File: src/rtl/mc_ctrl_fsm.sv
// Multi-cycle RV32I control FSM: sequences IF/ID/EX/MEM/WB, drives datapath strobes,
// counts retired instructions and halts on the addi x1,x0,12 / jalr x0,0(x1) pair.
module mc_ctrl_fsm #(
    parameter logic [31:0] HALT_PREV = 32'h00c00093,
    parameter logic [31:0] HALT_CUR  = 32'h00008067
) (
    input  logic        CLK,
    input  logic        RSTn,
    input  logic [31:0] INSTR,
    input  logic        BR_TAKEN,
    output logic        IR_WE,
    output logic        PC_WE,
    output logic [1:0]  PC_SEL,
    output logic        RF_WE,
    output logic        D_MEM_WEN,
    output logic [3:0]  D_MEM_BE,
    output logic [2:0]  STATE,
    output logic        HALT,
    output logic [31:0] NUM_INST
);

    typedef enum logic [2:0] {
        S_IF  = 3'd0,
        S_ID  = 3'd1,
        S_EX  = 3'd2,
        S_MEM = 3'd3,
        S_WB  = 3'd4,
        S_HLT = 3'd5
    } state_t;

    localparam logic [6:0] OP_LUI    = 7'b0110111;
    localparam logic [6:0] OP_AUIPC  = 7'b0010111;
    localparam logic [6:0] OP_JAL    = 7'b1101111;
    localparam logic [6:0] OP_JALR   = 7'b1100111;
    localparam logic [6:0] OP_BRANCH = 7'b1100011;
    localparam logic [6:0] OP_LOAD   = 7'b0000011;
    localparam logic [6:0] OP_STORE  = 7'b0100011;
    localparam logic [6:0] OP_IMM    = 7'b0010011;
    localparam logic [6:0] OP_REG    = 7'b0110011;

    state_t      state_reg;
    logic [31:0] ir_reg;
    logic [31:0] num_inst_reg;
    logic        prev_halt_reg;

    logic [6:0] opcode;
    logic [2:0] funct3;
    logic [4:0] rd;
    logic       is_known;
    logic       halt_hit;
    logic       retire;

    assign opcode   = ir_reg[6:0];
    assign funct3   = ir_reg[14:12];
    assign rd       = ir_reg[11:7];
    assign halt_hit = (ir_reg == HALT_CUR) && prev_halt_reg;

    always_comb begin
        case (opcode)
            OP_LUI, OP_AUIPC, OP_JAL, OP_JALR, OP_BRANCH,
            OP_LOAD, OP_STORE, OP_IMM, OP_REG: is_known = 1'b1;
            default:                           is_known = 1'b0;
        endcase
    end

    // Strobes are a Moore function of state/IR; reset masks them in the same cycle
    // so an in-flight write never completes on the reset edge.
    always_comb begin
        IR_WE     = 1'b0;
        PC_WE     = 1'b0;
        PC_SEL    = 2'd0;
        RF_WE     = 1'b0;
        D_MEM_WEN = 1'b1;
        D_MEM_BE  = 4'b0000;
        retire    = 1'b0;
        case (state_reg)
            S_IF: IR_WE = 1'b1;
            S_ID: begin
                if (!halt_hit && !is_known) begin
                    PC_WE  = 1'b1;
                    retire = 1'b1;
                end
            end
            S_EX: begin
                if (opcode == OP_BRANCH) begin
                    PC_WE  = 1'b1;
                    PC_SEL = BR_TAKEN ? 2'd1 : 2'd0;
                    retire = 1'b1;
                end
            end
            S_MEM: begin
                if (opcode == OP_STORE) begin
                    D_MEM_WEN = 1'b0;
                    case (funct3)
                        3'b000:  D_MEM_BE = 4'b0001;
                        3'b001:  D_MEM_BE = 4'b0011;
                        3'b010:  D_MEM_BE = 4'b1111;
                        default: D_MEM_BE = 4'b0000;
                    endcase
                    PC_WE  = 1'b1;
                    retire = 1'b1;
                end
            end
            S_WB: begin
                RF_WE  = (rd != 5'd0);
                PC_WE  = 1'b1;
                PC_SEL = (opcode == OP_JAL)  ? 2'd1 :
                         (opcode == OP_JALR) ? 2'd2 : 2'd0;
                retire = 1'b1;
            end
            default: ;
        endcase
        if (!RSTn) begin
            IR_WE     = 1'b0;
            PC_WE     = 1'b0;
            PC_SEL    = 2'd0;
            RF_WE     = 1'b0;
            D_MEM_WEN = 1'b1;
            D_MEM_BE  = 4'b0000;
            retire    = 1'b0;
        end
    end

    always_ff @(posedge CLK) begin
        if (!RSTn) begin
            state_reg     <= S_IF;
            ir_reg        <= 32'd0;
            num_inst_reg  <= 32'd0;
            prev_halt_reg <= 1'b0;
        end else begin
            case (state_reg)
                S_IF: begin
                    ir_reg    <= INSTR;
                    state_reg <= S_ID;
                end
                S_ID: begin
                    if (halt_hit)      state_reg <= S_HLT;
                    else if (is_known) state_reg <= S_EX;
                    else               state_reg <= S_IF;
                end
                S_EX: begin
                    if (opcode == OP_BRANCH)
                        state_reg <= S_IF;
                    else if (opcode == OP_LOAD || opcode == OP_STORE)
                        state_reg <= S_MEM;
                    else
                        state_reg <= S_WB;
                end
                S_MEM:   state_reg <= (opcode == OP_STORE) ? S_IF : S_WB;
                S_WB:    state_reg <= S_IF;
                S_HLT:   state_reg <= S_HLT;
                default: state_reg <= S_IF;
            endcase
            if (retire) begin
                num_inst_reg  <= num_inst_reg + 32'd1;
                prev_halt_reg <= (ir_reg == HALT_PREV);
            end
        end
    end

    assign STATE    = state_reg;
    assign HALT     = (state_reg == S_HLT);
    assign NUM_INST = num_inst_reg;

endmodule

File: config.mk
export PLATFORM = sky130hd
export DESIGN_NAME = mc_ctrl_fsm
export DESIGN_NICKNAME = d
export VERILOG_FILES = /design/src/rtl/mc_ctrl_fsm.sv
export SDC_FILE = /design/constraint.sdc
export NUM_CORES = 1
export LEC_CHECK = 0
export ABC_AREA = 1
export CAP_MARGIN = 10
export CORE_MARGIN = 3
export CORE_UTILIZATION = 52
export CTS_CLUSTER_DIAMETER = 200
export DETAILED_ROUTE_END_ITERATION = 8
export PLACE_DENSITY_LB_ADDON = 0.3
export SLEW_MARGIN = 15
export SYNTH_ARGS = -nofsm -noshare
export SYNTH_HDL_FRONTEND = slang
export SYNTH_SLANG_ARGS = --single-unit
File: constraint.sdc
create_clock -name CLK -period 3.25 [get_ports CLK]
set_input_delay 0.325 -clock CLK [delete_from_list [all_inputs] [get_ports CLK]]
set_output_delay 0.325 -clock CLK [all_outputs]
set_load 0.03 [all_outputs]
==> impl_metrics.xml <==
<?xml version="1.0" encoding="UTF-8"?>
<metrics>
  <group name="synth">
    <metric name="synth-warning-count" unit="">0</metric>
    <metric name="netlist_area" unit="µm²">3511</metric>
    <metric name="netlist-cell-type-count" unit="">31</metric>
    <metric name="synth_top_family_by_area" unit="">simple AND/OR/NAND/NOR gates</metric>
    <metric name="synth.yosys.seq_area_share" unit="%">38.77</metric>
    <metric name="simple_logic_cell_fraction_of_the_synthesized_area" unit="%">41.48</metric>
    <metric name="synth_compound_area_share" unit="%">11.62</metric>
    <metric name="async_reset_ff_share" unit="%">0</metric>
    <metric name="synth_seq_cells" unit="">68</metric>
    <metric name="netlist_instances" unit="">550</metric>
    <metric name="synth_edf_count" unit="">0</metric>
    <metric name="synth_largest_type_area_fraction" unit="%">38.77</metric>
    <metric name="synth-xor-area-share" unit="%">0</metric>
    <metric name="synth_fa_ha_area_share" unit="%">0.3564</metric>
    <metric name="synth.avg_cell_area" unit="µm²">6.383</metric>
    <metric name="post_syn_nets" unit="">586</metric>
    <metric name="synth.area.mux_share" unit="%">0</metric>
    <metric name="dominantRegCellSynth" unit="">sky130_fd_sc_hd__dfxtp_1</metric>
    <metric name="synth.area.top_cells" unit="">sky130_fd_sc_hd__dfxtp_1 39%, sky130_fd_sc_hd__nor2_1 16%, sky130_fd_sc_hd__nand2_1 12%</metric>
    <metric name="netlist.top_cell.by_area" unit="">sky130_fd_sc_hd__dfxtp_1</metric>
  </group>
  <group name="setup_path">
    <metric name="cp.arrival" unit="ns">2.24</metric>
    <metric name="timing.critical_path.to_type" unit="">output port</metric>
    <metric name="critical_path_cell_count" unit="">5</metric>
    <metric name="worst_setup_path_start_kind" unit="">flop</metric>
    <metric name="crit_fanout" unit="">5</metric>
    <metric name="critical-path-top-delay-family" unit="">buffers and inverters</metric>
    <metric name="crit_required" unit="ns">2.92</metric>
    <metric name="slowest_stage" unit="">sky130_fd_sc_hd__clkdlybuf4s50_1</metric>
    <metric name="rr_worst_depth" unit="">10</metric>
    <metric name="criticalPathCategory" unit="">reg -&gt; out</metric>
    <metric name="crit_path_max_incr_delay" unit="ns">0.74</metric>
    <metric name="timing.critical_path.cells" unit="">nand2_1 &gt; nor2_1 &gt; nand4_1 &gt; a211oi_1 &gt; clkdlybuf4s50_1</metric>
    <metric name="timing.critical_path.buf_inv" unit="">1</metric>
  </group>
  <group name="timing">
    <metric name="timing.clock.skew" unit="ns">0.006455</metric>
    <metric name="rsz0062_at_grt" unit="">false</metric>
    <metric name="hold_violations" unit="">0</metric>
    <metric name="finalSetupViolCount" unit="">0</metric>
    <metric name="final_period_minus_worst_setup_slack" unit="ns">2.569</metric>
    <metric name="worst_slew_margin_rel" unit="%">52.60</metric>
    <metric name="highest_clock_frequency_the_design_can_meet" unit="GHz">0.3892</metric>
    <metric name="final.period_utilization" unit="%">79.06</metric>
    <metric name="post-route-worst-setup-slack" unit="ns">0.6806</metric>
    <metric name="tns" unit="ns">0</metric>
    <metric name="worst_pin_slew" unit="ns">0.7102</metric>
    <metric name="report.final.slew_viol_count" unit="">0</metric>
  </group>
  <group name="floorplan">
    <metric name="die_height" unit="µm">88.17</metric>
    <metric name="die_area" unit="µm²">7774</metric>
    <metric name="ioPinCount" unit="">81</metric>
    <metric name="fp-row-count" unit="">29</metric>
    <metric name="fp.coreArea" unit="µm²">6459</metric>
    <metric name="die-width" unit="µm">88.17</metric>
    <metric name="start_util" unit="%">54.36</metric>
  </group>
  <group name="cells_and_area">
    <metric name="layout-drive-gt1-share" unit="%">7.778</metric>
    <metric name="signed_area_change_from_the_synthesized_netlist_to_the_final_layout" unit="%">27.98</metric>
    <metric name="final_net_count" unit="">661</metric>
    <metric name="final_cell_area" unit="µm²">4493</metric>
    <metric name="antenna-diode-count" unit="">0</metric>
  </group>
  <group name="cts">
    <metric name="cts_inserted_buffers" unit="">9</metric>
    <metric name="ctsResizeCount" unit="">0</metric>
    <metric name="total_number_of_clock_tree_sinks" unit="">68</metric>
    <metric name="post_cts_hold_buffer_count" unit="">0</metric>
    <metric name="cts-root-to-sink-buffers" unit="">2</metric>
    <metric name="clock_tree.htree_level_count" unit="">3</metric>
    <metric name="clk_pin_slew_worst_paths" unit="ns">0.07</metric>
    <metric name="clock_tree_from_tritoncts" unit="">built</metric>
    <metric name="later_pin_clock_latency_in_the_skew_report" unit="ns">0.34</metric>
    <metric name="post_cts.repair.setup_buffers" unit="">0</metric>
    <metric name="cts_root_buffer" unit="">sky130_fd_sc_hd__clkbuf_8</metric>
  </group>
  <group name="detailed_routing">
    <metric name="wirelength" unit="µm">8438</metric>
    <metric name="drt_pass1_iterations" unit="">4</metric>
    <metric name="avgViaCountPerCell" unit="">5.157</metric>
    <metric name="drtAntennaViolNets" unit="">0</metric>
    <metric name="drt-wirelength-per-cell" unit="µm">11.93</metric>
    <metric name="post-route-drc-count" unit="">0</metric>
    <metric name="drt_first_iter_violations" unit="">172</metric>
    <metric name="via_count" unit="">3646</metric>
  </group>
  <group name="power">
    <metric name="cellLeakagePower" unit="µW">0.001782</metric>
    <metric name="power.density" unit="nW/µm²">383.5</metric>
    <metric name="power.ir.vdd_worst" unit="mV">0.3131</metric>
  </group>
  <group name="place">
    <metric name="gp_routability_congestion" unit="">0.8979</metric>
    <metric name="postPlaceCellArea" unit="µm²">4325</metric>
    <metric name="dpl.hpwl" unit="µm">6210</metric>
    <metric name="dp_slack" unit="ns">1.050</metric>
    <metric name="io_buffer_count" unit="">80</metric>
  </group>
  <group name="grt">
    <metric name="vias_in_the_first_global_route" unit="">3316</metric>
    <metric name="global_route_wire_length_before_repair" unit="µm">13990</metric>
    <metric name="track_usage" unit="%">22.50</metric>
    <metric name="aggregate_global_routing_overflow" unit="">0</metric>
    <metric name="pin_count_of_the_biggest_net_entering_global_routing" unit="">59</metric>
    <metric name="antenna_found_initial" unit="">0</metric>
  </group>
  <group name="worst_hold_path">
    <metric name="worstHoldPathCells" unit="">3</metric>
    <metric name="holdCritPathClass" unit="">in -&gt; reg</metric>
  </group>
  <group name="job">
    <metric name="maxCapViolations" unit="">0</metric>
  </group>
  <group name="status">
    <metric name="run_status" unit="">finished, final reports clean</metric>
  </group>
</metrics>
placed cells by master, fill, tap and decap left out, types with 5 or more instances in the layout:
cell	count
sky130_fd_sc_hd__nand2_1	116
sky130_fd_sc_hd__a21oi_2	8
sky130_fd_sc_hd__nor3_1	8
sky130_fd_sc_hd__clkdlybuf4s50_1	79
sky130_fd_sc_hd__a21oi_1	27
sky130_fd_sc_hd__nor2_2	5
sky130_fd_sc_hd__nand3_1	39
sky130_fd_sc_hd__inv_1	38
sky130_fd_sc_hd__dfxtp_1	68
sky130_fd_sc_hd__nor2_1	148
sky130_fd_sc_hd__o21ai_0	36
sky130_fd_sc_hd__nand3b_1	6
sky130_fd_sc_hd__nand4_1	9
sky130_fd_sc_hd__inv_2	5
sky130_fd_sc_hd__clkbuf_8	9
where the power goes:
part	internal (µW)	total, µW	switching [µW]	leakage, µW
Sequential	874	903	29.4	0.000557
Clock	272	596	325	0.0000848
Combinational	93.3	224	131	0.00114
Total	1240	1720	484	0.00178
routing by layer:
metal / global-route usage [%] / vias to the layer above / share of wire, %
met2: 37.93 / 84 / 47
met4: 9.066 / 0 / 2.2
met3: 5.550 / 19 / 5.4
met1: 27.42 / 1641 / 45
met5: 0 / - / 0
li1: - / 1902 / -
through the flow:
step	hold slack (ns)	power, µW	util [%]	cells
2_1_floorplan	0.4464	1067	-	550
3_3_place_gp	0.4559	1138	66.97	691
3_5_place_dp	0.4656	1145	66.97	691
4_1_cts	0.3713	1740	69.57	707
5_1_grt	0.4032	1806	69.57	707
6_report	0.3809	1723	69.57	707
synth_stat cells (2+ instances only):
library cell and n:
sky130_fd_sc_hd__nor2_2 5, sky130_fd_sc_hd__nor3_1 8, sky130_fd_sc_hd__or2_2 2, sky130_fd_sc_hd__nand3_1 39, sky130_fd_sc_hd__inv_1 38, sky130_fd_sc_hd__buf_2 5
sky130_fd_sc_hd__a21oi_2 8, sky130_fd_sc_hd__a21oi_1 27, sky130_fd_sc_hd__nor3b_1 2, sky130_fd_sc_hd__nand2_2 4, sky130_fd_sc_hd__nor2_1 148, sky130_fd_sc_hd__nand3b_1 6
sky130_fd_sc_hd__buf_4 2, sky130_fd_sc_hd__o21ai_0 36, sky130_fd_sc_hd__nand4_1 9, sky130_fd_sc_hd__inv_2 5, sky130_fd_sc_hd__clkbuf_1 9, sky130_fd_sc_hd__nand2_1 116
sky130_fd_sc_hd__dfxtp_1 68, sky130_fd_sc_hd__buf_1 2
cell families (layout without fill, tap and decap cells):
logic type / Yosys count / after routing
flops: 68 / 68
compound gates: 74 / 74
simple gates: 343 / 343
fa+ha+maj: 1 / 1
buf+inv: 64 / 144
worst min-delay path, delay by kind of cell:
kind	cells	cell delay, ns
AO/OA/AOI/OAI	1	0.06
buffers and inverters	2	0.30
area by class of cell:
class,instances,area [µm²]
flip-flops and latches,68,1361
multi-input cells,418,1877
clock inverters,7,43.79
clock buffers,9,123.9
inverters,44,165.2
well taps,77,96.34
repair buffers,84,825.8
fillers,588,1966
path summary, 6_finish.rpt:
kind / from / slack [ns] / endpoint
worst max-delay path: STATE[0] / 0.68 / D_MEM_BE[0]
worst min-delay path: RSTn / 0.38 / NUM_INST[29]
worst max register to register: NUM_INST[0] / 1.30 / NUM_INST[20]
worst min register to register: ir_reg[17] / 0.48 / ir_reg[17]
(Power assumes the default switching activity.)
